`config.mk`:
```
export PLATFORM = sky130hd
export DESIGN_NAME = eq_slider_ctrl
export DESIGN_NICKNAME = d
export VERILOG_FILES = /design/src/rtl/eq_ui_pkg.sv /design/src/rtl/key_debounce.sv /design/src/rtl/eq_slider_ctrl.sv
export SDC_FILE = /design/constraint.sdc
export NUM_CORES = 1
export LEC_CHECK = 0
export ABC_AREA = 1
export CORE_MARGIN = 4
export CORE_UTILIZATION = 45
export DETAILED_ROUTE_END_ITERATION = 10
export HOLD_SLACK_MARGIN = 0.05
export PLACE_DENSITY = 0.6
export SLEW_MARGIN = 40
export SYNTH_ARGS = -nofsm -noshare
export SYNTH_HDL_FRONTEND = slang
export SYNTH_SLANG_ARGS = --single-unit
export TNS_END_PERCENT = 50
```
`constraint.sdc`:
```
create_clock -name pclk -period 3 [get_ports pclk]
set_clock_uncertainty 0.1 [all_clocks]
set_input_delay 0.75 -clock pclk [delete_from_list [all_inputs] [get_ports pclk]]
set_output_delay 0.75 -clock pclk [all_outputs]
set_load 0.05 [all_outputs]
```
`src/rtl/eq_ui_pkg.sv`:
```
// Shared constants and types for the equalizer slider controller.
//   NUM_CH/LVL_W/SEL_W : channel count and field widths
//   LEVEL_MAX/LEVEL_RST: gain range top and reset level
//   KEY_*              : bit positions of the keys in key_n
//   pick_event()       : fixed-priority selection of one key event per cycle
package eq_ui_pkg;

    localparam int unsigned NUM_CH    = 6;
    localparam int unsigned LVL_W     = 4;
    localparam int unsigned SEL_W     = 3;
    localparam int unsigned NUM_KEYS  = 4;
    localparam int unsigned LEVEL_MAX = 14;
    localparam int unsigned LEVEL_RST = 7;

    localparam int unsigned KEY_RIGHT = 0;
    localparam int unsigned KEY_LEFT  = 1;
    localparam int unsigned KEY_DOWN  = 2;
    localparam int unsigned KEY_UP    = 3;

    typedef enum logic [2:0] {
        EV_NONE,
        EV_UP,
        EV_DOWN,
        EV_LEFT,
        EV_RIGHT
    } ev_e;

    // Up beats down beats left beats right; the losers are simply dropped.
    function automatic ev_e pick_event(input logic [NUM_KEYS-1:0] ev);
        if (ev[KEY_UP])         return EV_UP;
        else if (ev[KEY_DOWN])  return EV_DOWN;
        else if (ev[KEY_LEFT])  return EV_LEFT;
        else if (ev[KEY_RIGHT]) return EV_RIGHT;
        else                    return EV_NONE;
    endfunction

endpackage

```
`src/rtl/key_debounce.sv`:
```
// Single-key conditioner: 2-flop synchronizer, debounce counter, press pulse.
//   pclk, rst_n : clock, async active-low reset
//   key_n       : raw key, active-low
//   o_pressed   : debounced key state (1 = pressed)
//   o_press     : one-cycle pulse on a debounced released->pressed transition
module key_debounce #(
    parameter int unsigned DEB_CNT = 1485000
) (
    input  logic pclk,
    input  logic rst_n,
    input  logic key_n,
    output logic o_pressed,
    output logic o_press
);

    localparam int unsigned CNT_W = (DEB_CNT > 1) ? $clog2(DEB_CNT) : 1;

    logic             sync1_q, sync1_d;
    logic             sync2_q, sync2_d;
    logic             stable_q, stable_d;
    logic             prev_q, prev_d;
    logic             press_q, press_d;
    logic [CNT_W-1:0] cnt_q, cnt_d;

    // Internal polarity is "1 = pressed" from the first sync flop onward.
    always_comb begin
        sync1_d  = ~key_n;
        sync2_d  = sync1_q;
        stable_d = stable_q;
        cnt_d    = cnt_q;
        prev_d   = stable_q;
        press_d  = stable_q & ~prev_q;
        if (sync2_q == stable_q) begin
            cnt_d = '0;
        end else if (cnt_q == CNT_W'(DEB_CNT - 1)) begin
            stable_d = sync2_q;
            cnt_d    = '0;
        end else begin
            cnt_d = cnt_q + CNT_W'(1);
        end
    end

    always_ff @(posedge pclk or negedge rst_n) begin
        if (!rst_n) begin
            sync1_q  <= 1'b0;
            sync2_q  <= 1'b0;
            stable_q <= 1'b0;
            prev_q   <= 1'b0;
            press_q  <= 1'b0;
            cnt_q    <= '0;
        end else begin
            sync1_q  <= sync1_d;
            sync2_q  <= sync2_d;
            stable_q <= stable_d;
            prev_q   <= prev_d;
            press_q  <= press_d;
            cnt_q    <= cnt_d;
        end
    end

    assign o_pressed = stable_q;
    assign o_press   = press_q;

endmodule

```
`src/rtl/eq_slider_ctrl.sv`:
```
// Equalizer slider controller: key handling, channel cursor, per-channel gain,
// frame-synchronous publication of select/levels at vertical sync.
//   pclk, rst_n : pixel clock, async active-low reset
//   key_n[3:0]  : raw keys, active-low ([3] up, [2] down, [1] left, [0] right)
//   i_vs        : vertical sync, active-high; commit on its rising edge
//   o_sel       : committed channel (0..5)
//   o_level     : committed levels, channel n in [4n+3:4n]
//   o_upd       : one-cycle pulse when a commit changed o_sel or o_level
// Build option: EQ_AUTOREPEAT_EN adds hold-to-repeat on the up/down keys.
module eq_slider_ctrl
    import eq_ui_pkg::*;
#(
    parameter int unsigned DEB_CNT       = 1485000
`ifdef EQ_AUTOREPEAT_EN
    , parameter int unsigned REPEAT_START  = 37125000
    , parameter int unsigned REPEAT_PERIOD = 7425000
`endif
) (
    input  logic                    pclk,
    input  logic                    rst_n,
    input  logic [NUM_KEYS-1:0]     key_n,
    input  logic                    i_vs,
    output logic [SEL_W-1:0]        o_sel,
    output logic [NUM_CH*LVL_W-1:0] o_level,
    output logic                    o_upd
);

    localparam int unsigned LEV_BITS = NUM_CH * LVL_W;
    localparam logic [LVL_W-1:0]    LVL_RST_V = LVL_W'(LEVEL_RST);
    localparam logic [LEV_BITS-1:0] LEV_RST_V = {NUM_CH{LVL_RST_V}};

    logic [NUM_KEYS-1:0] key_held;
    logic [NUM_KEYS-1:0] key_press;
    logic [NUM_KEYS-1:0] key_rep;
    logic [NUM_KEYS-1:0] key_ev;

    // One conditioner per key.
    for (genvar k = 0; k < NUM_KEYS; k++) begin : g_key
        key_debounce #(.DEB_CNT(DEB_CNT)) u_deb (
            .pclk      (pclk),
            .rst_n     (rst_n),
            .key_n     (key_n[k]),
            .o_pressed (key_held[k]),
            .o_press   (key_press[k])
        );
    end

`ifdef EQ_AUTOREPEAT_EN
    localparam int unsigned REP_MAX = (REPEAT_START > REPEAT_PERIOD) ? REPEAT_START : REPEAT_PERIOD;
    localparam int unsigned REP_W   = $clog2(REP_MAX + 1);

    // Slot 0 tracks up, slot 1 tracks down.
    logic [REP_W-1:0] rep_cnt_q [2];
    logic [REP_W-1:0] rep_cnt_d [2];
    logic [1:0]       rep_ph_q, rep_ph_d;
    logic [1:0]       rep_fire_q, rep_fire_d;
    logic [1:0]       rep_held;

    assign rep_held = {key_held[KEY_DOWN], key_held[KEY_UP]};

    // Counter holds cycles since the last event; phase bit selects start vs period.
    always_comb begin
        for (int r = 0; r < 2; r++) begin
            rep_cnt_d[r]  = rep_cnt_q[r];
            rep_ph_d[r]   = rep_ph_q[r];
            rep_fire_d[r] = 1'b0;
            if (!rep_held[r]) begin
                rep_cnt_d[r] = '0;
                rep_ph_d[r]  = 1'b0;
            end else if (!rep_ph_q[r] && rep_cnt_q[r] == REP_W'(REPEAT_START)) begin
                rep_fire_d[r] = 1'b1;
                rep_ph_d[r]   = 1'b1;
                rep_cnt_d[r]  = REP_W'(1);
            end else if (rep_ph_q[r] && rep_cnt_q[r] == REP_W'(REPEAT_PERIOD)) begin
                rep_fire_d[r] = 1'b1;
                rep_cnt_d[r]  = REP_W'(1);
            end else begin
                rep_cnt_d[r] = rep_cnt_q[r] + REP_W'(1);
            end
        end
    end

    always_ff @(posedge pclk or negedge rst_n) begin
        if (!rst_n) begin
            rep_cnt_q[0] <= '0;
            rep_cnt_q[1] <= '0;
            rep_ph_q     <= '0;
            rep_fire_q   <= '0;
        end else begin
            rep_cnt_q[0] <= rep_cnt_d[0];
            rep_cnt_q[1] <= rep_cnt_d[1];
            rep_ph_q     <= rep_ph_d;
            rep_fire_q   <= rep_fire_d;
        end
    end

    always_comb begin
        key_rep           = '0;
        key_rep[KEY_UP]   = rep_fire_q[0];
        key_rep[KEY_DOWN] = rep_fire_q[1];
    end
`else
    assign key_rep = '0;
`endif

    assign key_ev = key_press | key_rep;

    logic [SEL_W-1:0]    sel_w_q, sel_w_d;
    logic [LEV_BITS-1:0] lvl_w_q, lvl_w_d;
    logic [SEL_W-1:0]    out_sel_q, out_sel_d;
    logic [LEV_BITS-1:0] out_lvl_q, out_lvl_d;
    logic                upd_q, upd_d;
    logic                vs_q, vs_d;
    logic                commit;
    ev_e                 ev_sel;
    logic [LVL_W-1:0]    cur_lvl;
    logic [LVL_W-1:0]    new_lvl;

    // Working-state update from the winning event.
    always_comb begin
        sel_w_d = sel_w_q;
        lvl_w_d = lvl_w_q;
        ev_sel  = pick_event(key_ev);
        cur_lvl = '0;
        for (int ch = 0; ch < NUM_CH; ch++) begin
            if (sel_w_q == SEL_W'(ch)) cur_lvl = lvl_w_q[ch*LVL_W +: LVL_W];
        end
        new_lvl = cur_lvl;
        case (ev_sel)
            EV_UP:    if (cur_lvl < LVL_W'(LEVEL_MAX)) new_lvl = cur_lvl + LVL_W'(1);
            EV_DOWN:  if (cur_lvl != '0) new_lvl = cur_lvl - LVL_W'(1);
            EV_LEFT:  sel_w_d = (sel_w_q == '0) ? SEL_W'(NUM_CH - 1) : sel_w_q - SEL_W'(1);
            EV_RIGHT: sel_w_d = (sel_w_q == SEL_W'(NUM_CH - 1)) ? '0 : sel_w_q + SEL_W'(1);
            default:  ;
        endcase
        for (int ch = 0; ch < NUM_CH; ch++) begin
            if (sel_w_q == SEL_W'(ch)) lvl_w_d[ch*LVL_W +: LVL_W] = new_lvl;
        end
    end

    // Commit on i_vs rise using the pre-event working values.
    always_comb begin
        vs_d      = i_vs;
        commit    = i_vs & ~vs_q;
        out_sel_d = out_sel_q;
        out_lvl_d = out_lvl_q;
        upd_d     = 1'b0;
        if (commit) begin
            out_sel_d = sel_w_q;
            out_lvl_d = lvl_w_q;
            upd_d     = (sel_w_q != out_sel_q) || (lvl_w_q != out_lvl_q);
        end
    end

    always_ff @(posedge pclk or negedge rst_n) begin
        if (!rst_n) begin
            sel_w_q   <= '0;
            lvl_w_q   <= LEV_RST_V;
            out_sel_q <= '0;
            out_lvl_q <= LEV_RST_V;
            upd_q     <= 1'b0;
            vs_q      <= 1'b0;
        end else begin
            sel_w_q   <= sel_w_d;
            lvl_w_q   <= lvl_w_d;
            out_sel_q <= out_sel_d;
            out_lvl_q <= out_lvl_d;
            upd_q     <= upd_d;
            vs_q      <= vs_d;
        end
    end

    assign o_sel   = out_sel_q;
    assign o_level = out_lvl_q;
    assign o_upd   = upd_q;

endmodule
```
==> flow_metrics.py, run 1 <==
metrics = {
    "run_status": {
        "status": "completed",
    },
    "clocking": {
        "cts_tree": "built",
        "cts_resized": 0,
        "postCtsHoldBufs": 0,
        "cts_setup_buffers": 0,
        "cts_inserted_buffers": 17,
        "clock_latency_ns": 0.42,
        "clk_pin_slew_ns": 0.06,
        "clock-sinks": 160,
        "h-tree-depth": 4,
        "cts-root-buf": "clkbuf_16",
        "cts_buffer_depth": 2,
    },
    "timing": {
        "final.setup.worst_slack_ns": 0.277,
        "setup_viol_count_final": 0,
        "hold_viol": 0,
        "worst_slew_pin_slew_ns": 0.742,
        "rsz0062_at_grt": "false",
        "drv_slew": 0,
        "relSlewSlack_pct": 50.0,
        "tns_ns": 0,
        "period_needed_ns": 2.72,
        "fmax_mhz": 367,
        "fin_crit_sh_pct": 90.8,
        "whs_ns": 0.194,
    },
    "final_layout": {
        "antennaDiodeCount": 0,
        "syn_to_final_growth_pct": 15.6,
        "layout.cells.non_filler": 1205,
        "multi_input_area_um2": 3430,
        "design_area_um2": 9310,
        "final_nets": 981,
        "seqCellArea_um2": 4050,
        "final_util_pct": 53.5,
        "drive_above_1_share_pct": 14.0,
        "fillers": 1578,
    },
    "pwr": {
        "p_sw_share_pct": 20.2,
        "power_mw": 4.71,
        "p_clk_share_pct": 50.9,
        "p_switching_mw": 0.951,
        "ir_worst_vdd_v": 0.000392,
        "power.density_nw_per_um2": 506,
        "power.leakage_nw": 4.20,
        "p_int_mw": 3.76,
        "seq_power_share_pct": 46.5,
        "comb_power_share_pct": 2.6,
    },
    "synthesis": {
        "synth_seq_cells": 160,
        "synth_most_common_cell": "nand2_1",
        "synth_edf_count": 0,
        "postSynth.asyncResetShare_pct": 100,
        "yosys-top-cells-area": "dfrtp_1 (39%), dfstp_2 (12%), nand2_1 (8.3%)",
        "syn-num-nets": 936,
        "synth.top_cell.area_share_pct": 38.5,
        "synth_commonest_cells": "nand2_1 (179), dfrtp_1 (124), inv_1 (117)",
        "syn_inst": 922,
        "netlist_area_um2": 8050,
        "synth_top_area_cell": "dfrtp_1",
        "yosysSeqAreaShare_pct": 50.3,
        "syn_avg_cell_area_um2": 8.74,
        "yosys_warnings": 0,
        "synth_ff_type": "dfrtp_1",
        "synth_cell_types": 47,
    },
    "worst_setup_path": {
        "worstSetupPathType": "reg2reg",
        "cp-end-kind": "register",
        "path_max_fanout": 14,
        "critPathArrivalTime_ns": 2.93,
        "cp-start-kind": "register",
        "required_ns": 3.21,
    },
    "drt": {
        "ant_nets": 0,
        "routed_wl_mm": 16.3,
        "vias": 6074,
        "first_pass_iters": 7,
        "vias_per_cell": 5.04,
        "drt-initial-drc-count": 451,
        "wl_per_cell_um": 13.6,
        "drc_errors": 0,
    },
    "placed_design": {
        "hpwl_mm": 11.7,
        "dp_slack_ns": 0.331,
        "dp.cells": 1173,
        "placed_area_um2": 8650,
        "port_buffers": 34,
        "routabilityCongestion": 0.870,
    },
    "run": {
        "max-cap-violations": 0,
    },
    "floorplan": {
        "num_rows": 48,
        "die_x_um": 142,
        "initial_core_util_pct": 46.2,
        "die_h_um": 142,
        "io_pins": 35,
        "core_area_um2": 17400,
        "dieArea_um2": 20100,
    },
    "global_route": {
        "grt_pass1_vias": 5693,
        "antenna_found_initial": 0,
        "grt_max_degree": 60,
        "grt_pass1_wl_mm": 28.3,
        "grt-ovfl-total": 0,
        "grt_usage_pct": 17.3,
    },
    "worst_hold_path": {
        "hp-class": "in2async",
    },
}
## worst max-delay path, stage by stage (launching register included)
cell and delay (ns):
dfrtp_1 0.46, inv_4 0.19, ha_1 0.46, nor2_1 0.09
nand2_1 0.08, nand2_1 0.08, a21oi_4 0.22, ha_1 0.25
nand3_2 0.13, nor2_1 0.14, nor2_1 0.06, nand3_1 0.09
nand2_2 0.11, nand2_1 0.08, nand2_1 0.06
## flip-flops by register name, summed over array words and instances (netlist names)
signal,cells
o_level,24
g_key.u_deb.cnt_q,84
lvl_w_q,24
g_key.u_deb.o_pressed,4
vs_q,1
sel_w_q,3
g_key.u_deb.sync2_q,4
g_key.u_deb.o_press,4
o_upd,1
o_sel,3
g_key.u_deb.prev_q,4
g_key.u_deb.sync1_q,4
## power groups by stage
stage                     clock network (mW)  logic (mW)  registers (mW)
after detailed placement                   0       0.127            2.23
final                                   2.40       0.122            2.19
after global routing                    2.54       0.144            2.19
after global placement                     0       0.125            2.23
after CTS                               2.44       0.127            2.19
after floorplan                            0      0.0528            2.23
## area by class of cell
cell class	instances	share of cell area (%)
clock inverter	10	1.96
tap	225	3.02
multi-input combinational	623	36.8
inverter	123	5.01
clock buffer	22	5.09
timing repair buffer	42	4.58
sequential	160	43.5
## layer usage
metal	vias to the layer above	routed length (um)	global-route usage, %
met5	-	0	0
met4	0	235	6.01
met3	15	559	3.00
met2	111	7220	25.5
met1	2830	8320	25.7
li1	3118	-	-
## cells by family (layout without fill, tap and decap cells)
| kind of cell | Yosys count | in the layout | synth area share (%) |
|---|---|---|---|
| flops | 160 | 160 | 50.3 |
| compound gates | 96 | 96 | 7.07 |
| fa+ha+maj | 7 | 7 | 1.09 |
| buf+inv | 139 | 197 | 7.15 |
| simple gates | 454 | 454 | 26.7 |
| mux | 19 | 19 | 2.66 |
| xor+xnor | 47 | 47 | 5.11 |
## path summary, 6_finish.rpt
| check | endpoint | slack (ns) | from | depth (start not counted) |
|---|---|---|---|---|
| worst max-delay path | lvl_w_q[15] | 0.28 | sel_w_q[2] | 14 |
| worst min-delay path | g_key[3].u_deb.cnt_q[6] | 0.19 | rst_n | 1 |
| worst max register to register | lvl_w_q[15] | 0.28 | sel_w_q[2] | 14 |
| worst min register to register | g_key[3].u_deb.sync2_q | 0.25 | g_key[3].u_deb.sync1_q | 0 |
| max in group asynchronous | o_level[1] | 1.90 | rst_n | 2 |
| min in group pclk | g_key[3].u_deb.sync2_q | 0.25 | g_key[3].u_deb.sync1_q | 0 |
## placed cells by master (no fill, tap or decap), drive strengths merged
cell / n
a211oi: 4
a21oi: 42
a31oi: 6
a41oi: 1
buf: 9
bufinv: 5
clkbuf: 22
clkdlybuf4s50: 33
clkinv: 5
dfrtp: 124
dfstp: 36
ha: 7
inv: 123
mux2: 19
nand2: 187
nand3: 51
nand3b: 1
nand4: 27
nor2: 109
nor3: 45
nor3b: 12
nor4: 18
o211a: 2
o211ai: 1
o21a: 6
o21ai: 32
o21bai: 1
o41ai: 1
or2: 4
xnor2: 16
xor2: 31
Power figures use the tool's default switching activity.
==> inputs of run 2 (changes only) <==
--- a/config.mk
+++ b/config.mk
@@ -11,6 +11,7 @@
 export DETAILED_ROUTE_END_ITERATION = 10
 export HOLD_SLACK_MARGIN = 0.05
 export PLACE_DENSITY = 0.6
+export SETUP_SLACK_MARGIN = 0.2
 export SLEW_MARGIN = 40
 export SYNTH_ARGS = -nofsm -noshare
 export SYNTH_HDL_FRONTEND = slang
==> flow_metrics.py, run 2 (synthesis results as in run 1) <==
metrics = {
    "run_status": {
        "status": "completed",
    },
    "global_route": {
        "grt_usage_pct": 17.3,
        "grt-ovfl-total": 0,
        "antenna_found_initial": 0,
        "grt_pass1_vias": 5693,
        "grt_pass1_wl_mm": 28.3,
        "grt_max_degree": 60,
    },
    "worst_setup_path": {
        "critPathArrivalTime_ns": 1.79,
        "critPathMaxStageDelay_ns": 0.83,
        "required_ns": 2.15,
        "crit_buf_inv": 1,
        "cp-end-kind": "output pin",
        "crit_chain": "clkdlybuf4s50_1",
        "cp-start-kind": "register",
        "cp_top_family": "buffers and inverters",
        "cp_slowest_cell": "clkdlybuf4s50_1",
        "worstSetupPathType": "reg2out",
        "path_max_fanout": 3,
    },
    "drt": {
        "first_pass_iters": 7,
        "wl_per_cell_um": 13.6,
        "drc_errors": 0,
        "vias_per_cell": 5.06,
        "vias": 6100,
        "ant_nets": 0,
        "routed_wl_mm": 16.3,
        "drt-initial-drc-count": 395,
    },
    "clocking": {
        "clock_latency_ns": 0.42,
        "cts_setup_buffers": 0,
        "clk_pin_slew_ns": 0.06,
        "cts-root-buf": "clkbuf_16",
        "cts_buffer_depth": 2,
        "clock-sinks": 160,
        "cts_inserted_buffers": 17,
        "h-tree-depth": 4,
        "cts_tree": "built",
        "postCtsHoldBufs": 0,
    },
    "run": {
        "max-cap-violations": 0,
    },
    "placed_design": {
        "dp.cells": 1173,
        "routabilityCongestion": 0.870,
        "port_buffers": 34,
        "dp_slack_ns": 0.331,
        "hpwl_mm": 11.7,
    },
    "floorplan": {
        "die_h_um": 142,
        "core_area_um2": 17400,
        "io_pins": 35,
        "dieArea_um2": 20100,
        "num_rows": 48,
        "initial_core_util_pct": 46.2,
        "die_x_um": 142,
    },
    "final_layout": {
        "mostFrequentLayoutCells": "nand2_1 (179), dfrtp_1 (124), inv_1 (117), nor2_1 (102), nand3_1 (45)",
        "largest_register_ffs": 84,
        "antennaDiodeCount": 0,
        "final_nets": 981,
        "largest-register": "g_key.u_deb.cnt_q",
        "syn_to_final_growth_pct": 15.8,
        "layout.cells.non_filler": 1205,
        "drive_above_1_share_pct": 14.1,
        "final_common_cell": "nand2_1",
    },
    "pwr": {
        "power.leakage_nw": 4.20,
        "power.density_nw_per_um2": 505,
        "ir_worst_vdd_v": 0.000391,
        "power_mw": 4.71,
    },
    "timing": {
        "hold_viol": 0,
        "worst_slew_pin_slew_ns": 0.742,
        "drv_slew": 0,
        "tns_ns": 0,
        "period_needed_ns": 2.64,
        "whs_ns": 0.195,
        "fmax_mhz": 379,
        "relSlewSlack_pct": 50.0,
        "final.setup.worst_slack_ns": 0.359,
        "fin_crit_sh_pct": 88.0,
        "setup_viol_count_final": 0,
        "rsz0062_at_grt": "false",
    },
    "worst_hold_path": {
        "hp-class": "in2async",
    },
}
run 2: cell counts in the layout (fill, tap and decap cells not counted):
Identical to the previous run, type by type.
run 2: power breakdown:
group	switching [mW]	internal, mW	leakage, nW
sequential	0.0115	2.18	2.07
combinational	0.0867	0.0351	1.80
clock	0.853	1.54	0.324
run 2: final timing paths:
check	slack, ns	depth (start not counted)	from	endpoint
setup / recovery	0.36	1	o_level[1]	o_level[1]
hold / removal	0.20	1	rst_n	g_key[3].u_deb.cnt_q[6]
setup reg to reg	0.43	14	sel_w_q[0]	lvl_w_q[11]
hold reg to reg	0.25	0	g_key[3].u_deb.sync1_q	g_key[3].u_deb.sync2_q
max in group asynchronous	1.89	2	rst_n	o_level[1]
min in group pclk	0.25	0	g_key[3].u_deb.sync1_q	g_key[3].u_deb.sync2_q
run 2: layout make-up:
type                            count  area, um^2
Timing Repair Buffer               42         427
Tap cell                          225         282
Sequential cell                   160        4050
Clock inverter                     10         183
Clock buffer                       22         474
Fill cell                        1579        8090
Multi-Input combinational cell    623        3440
Inverter                          123         467
run 2: routing by layer:
| metal | up-vias | global-route usage [%] | part of all wire, % |
|---|---|---|---|
| li1 | 3115 | - | - |
| met1 | 2847 | 25.7 | 51 |
| met2 | 120 | 25.5 | 44 |
| met3 | 18 | 3.00 | 3.5 |
| met4 | 0 | 6.01 | 1.6 |
| met5 | - | 0 | 0 |
run 2: timing repair:
item | 4_1_cts | 5_1_grt
gates resized for setup | 0 | 2
setup endpoints to repair | 0 | 24
hold endpoints to repair | 0 | 0
run 2: through the flow:
step           cell area (um^2)  utilization, %
4_1_cts                    9310            53.5
5_1_grt                    9320            53.5
3_3_place_gp               8650            49.7
3_5_place_dp               8650            49.7
6_report                   9320            53.5
2_1_floorplan              8050               -
==> patch (flow settings as in run 1) <==
`LEVEL_MAX`: 14 -> 13.
--- a/src/rtl/eq_ui_pkg.sv
+++ b/src/rtl/eq_ui_pkg.sv
@@ -11,3 +11,3 @@
     localparam int unsigned NUM_KEYS  = 4;
-    localparam int unsigned LEVEL_MAX = 14;
+    localparam int unsigned LEVEL_MAX = 13;
     localparam int unsigned LEVEL_RST = 7;
Formal check against the unedited RTL: same outputs for any inputs over 10 cycles, from zero or initial values and one cycle with rst_n low; that may be too few to reach the edited logic, so the function may still have changed.
==> patch against run 1 <==
- first-iteration DRC count up 0.44%
- worst hold slack got worse by 18 ps
- area after synthesis down 1.4%
- power shrank 1.7%
- sequential cell count did not move
- final area down 1.1%
- worst setup slack improved by 59 ps
- wire length shrank 4.3%
- highest routed layer unchanged
==> patch: results (changes against run 1) <==
* Detail Placement HPWL at 11170 microns (was 11730 microns)
* Final wirelength at 15630 microns (was 16340 microns)
* Register with the highest flop count: g_key.u_deb.cnt_q (unchanged)
* Global-route usage over all layers at 16.88% (was 17.30%)
* Source-to-sink clock delay at the later pin of the worst-skew pair at 420 ps (about the same)
* Vias in the first global route at 5790 (was 5693)
* Number of antenna diodes at 0 (unchanged)
* Sequential element share of the synthesized area at 50.98% (was 50.27%)
* Max H-tree Level at 4 (unchanged)
* Peak fanout along the critical path at 11 (was 14)
* Maximum number of pins on one net before global-route repair at 58 (was 60)
* Worst slew margin relative to its limit at 59.20% (was 49.97%)
* IO buf count at 34 (unchanged)
* Avg Inst Size Synth at 8.855 sq um (was 8.735 sq um)
* Number of max-cap violations at 0 (unchanged)
* Result of the run: completed (unchanged)
* Final-layout fill cell count at 1576 (was 1578)
* CP max-delay cell: dfrtp_2 (was dfrtp_1)
* Root buf cell: clkbuf_16 (unchanged)
* Worst supply voltage drop on vdd at 414.0 uV (was 392.0 uV)
* Drt via density at 5.079 (was 5.041)
* Synth async-reset ratio at 100.0% (unchanged)
* DRC violation total after the first TritonRoute iteration at 453 (was 451)
* First-pass detailed-route iteration total at 5 (was 7)
* Clk buf depth at 2 (unchanged)
* Static power due to leakage at 3.982 nW (was 4.196 nW)
* Antenna violations before repair at 0 (unchanged)
* Layout net count at 960 (was 981)
* Global-route wire length before repair at 27720 microns (was 28340 microns)
* Final weighted congestion in routability-driven placement at 0.8348 (was 0.8696)
* Setup bufs post-CTS at 0 (unchanged)
* Share of cells above drive strength 1 at 13.78% (was 13.98%)
* Signal arrival time at the worst endpoint at 2930 ps (about the same)
* Crit-path leading delay family: simple AND/OR/NAND/NOR gates (unchanged)
* Clock buffers created by TritonCTS at 17 (unchanged)
* Most frequent cells after synthesis: nand2_1 (168), dfrtp_1 (124), inv_1 (105) (was nand2_1 (179), dfrtp_1 (124), inv_1 (117))
* Warnings from Yosys at 0 (unchanged)
* Flip-flop count of the largest register, all copies and words added at 84 (unchanged)
* Post-synth cell types at 48 (was 47)
* Internal cell power at 3.650 mW (was 3.757 mW)
* Crit-path max cell delay at 490 ps (was 460 ps)
* Synthesized net count at 912 (was 936)
* Path class of the lowest-slack min-delay path: input pin to async pin (unchanged)
* Ranking of synthesized cells by area: dfrtp_1 (39%), dfstp_2 (12%), nand2_1 (7.9%), inv_1 (5.0%), nor2_1 (4.8%) (was dfrtp_1 (39%), dfstp_2 (12%), nand2_1 (8.3%), inv_1 (5.5%), nor2_1 (4.8%))
* CTS clk-pin slew, worst paths at 60 ps (about the same)
[patch: stage by stage]
step | setup slack (ps) | power (mW) | area (sq um) | cells | utilization (%)
floorplan | 504.7 | 2.281 | 7943 | 897 | -
global placement | 287.3 | 2.357 | 8559 | 1151 | 49.49
detailed placement | 267.4 | 2.359 | 8559 | 1151 | 49.49
CTS | 251.2 | 4.691 | 9201 | 1183 | 53.20
global route | 41.49 | 4.808 | 9211 | 1183 | 53.26
finish | 335.9 | 4.628 | 9211 | 1183 | 53.26
[patch: path summary, 6_finish.rpt]
check	start	end	slack [ps]	cells after the start
worst max-delay path	sel_w_q[0]	lvl_w_q[8]	340	18
worst min-delay path	rst_n	g_key[3].u_deb.cnt_q[13]	180	1
worst max register to register	sel_w_q[0]	lvl_w_q[8]	340	18
worst min register to register	g_key[1].u_deb.sync1_q	g_key[1].u_deb.sync2_q	250	0
max in group asynchronous	rst_n	lvl_w_q[13]	1850	2
min in group pclk	g_key[1].u_deb.sync1_q	g_key[1].u_deb.sync2_q	250	0
[patch: cell type report]
cell class,instances,area (sq um),share of cell area (%)
flip-flops and latches,160,4051,43.98
well taps,225,281.5,3.056
clock buffers,22,495.5,5.379
clock inverters,10,146.4,1.589
multi-input cells,611,3386,36.76
repair buffers,41,419.2,4.550
inverters,114,431.7,4.686
[patch: metal layers]
metal | global-route usage [%] | share of wire, % | vias up
met5 | 0 | 0 | -
met4 | 5.303 | 1.4 | 0
met3 | 3.087 | 2.8 | 18
met2 | 25.71 | 45 | 78
met1 | 24.61 | 51 | 2857
li1 | - | - | 3056
[patch: cell families after synthesis]
group,synth area share [%]
fa+ha+maj,1.260
mux,2.410
buf+inv,6.490
simple gates,25.30
xor+xnor,5.514
flops,50.98
compound gates,8.050
[patch: what timing repair did]
item                                    CTS  global route
endpoints found under the setup margin    0            10
gates resized for setup                   0             3
endpoints found under the hold margin     0             0
[patch: power by group through the flow]
stage | clock (mW) | sequential [mW] | combinational, mW
after global routing | 2.47 | 2.19 | 0.148
after CTS | 2.37 | 2.19 | 0.130
after detailed placement | 0 | 2.23 | 0.129
final | 2.31 | 2.19 | 0.124
after floorplan | 0 | 2.23 | 0.0545
after global placement | 0 | 2.23 | 0.128
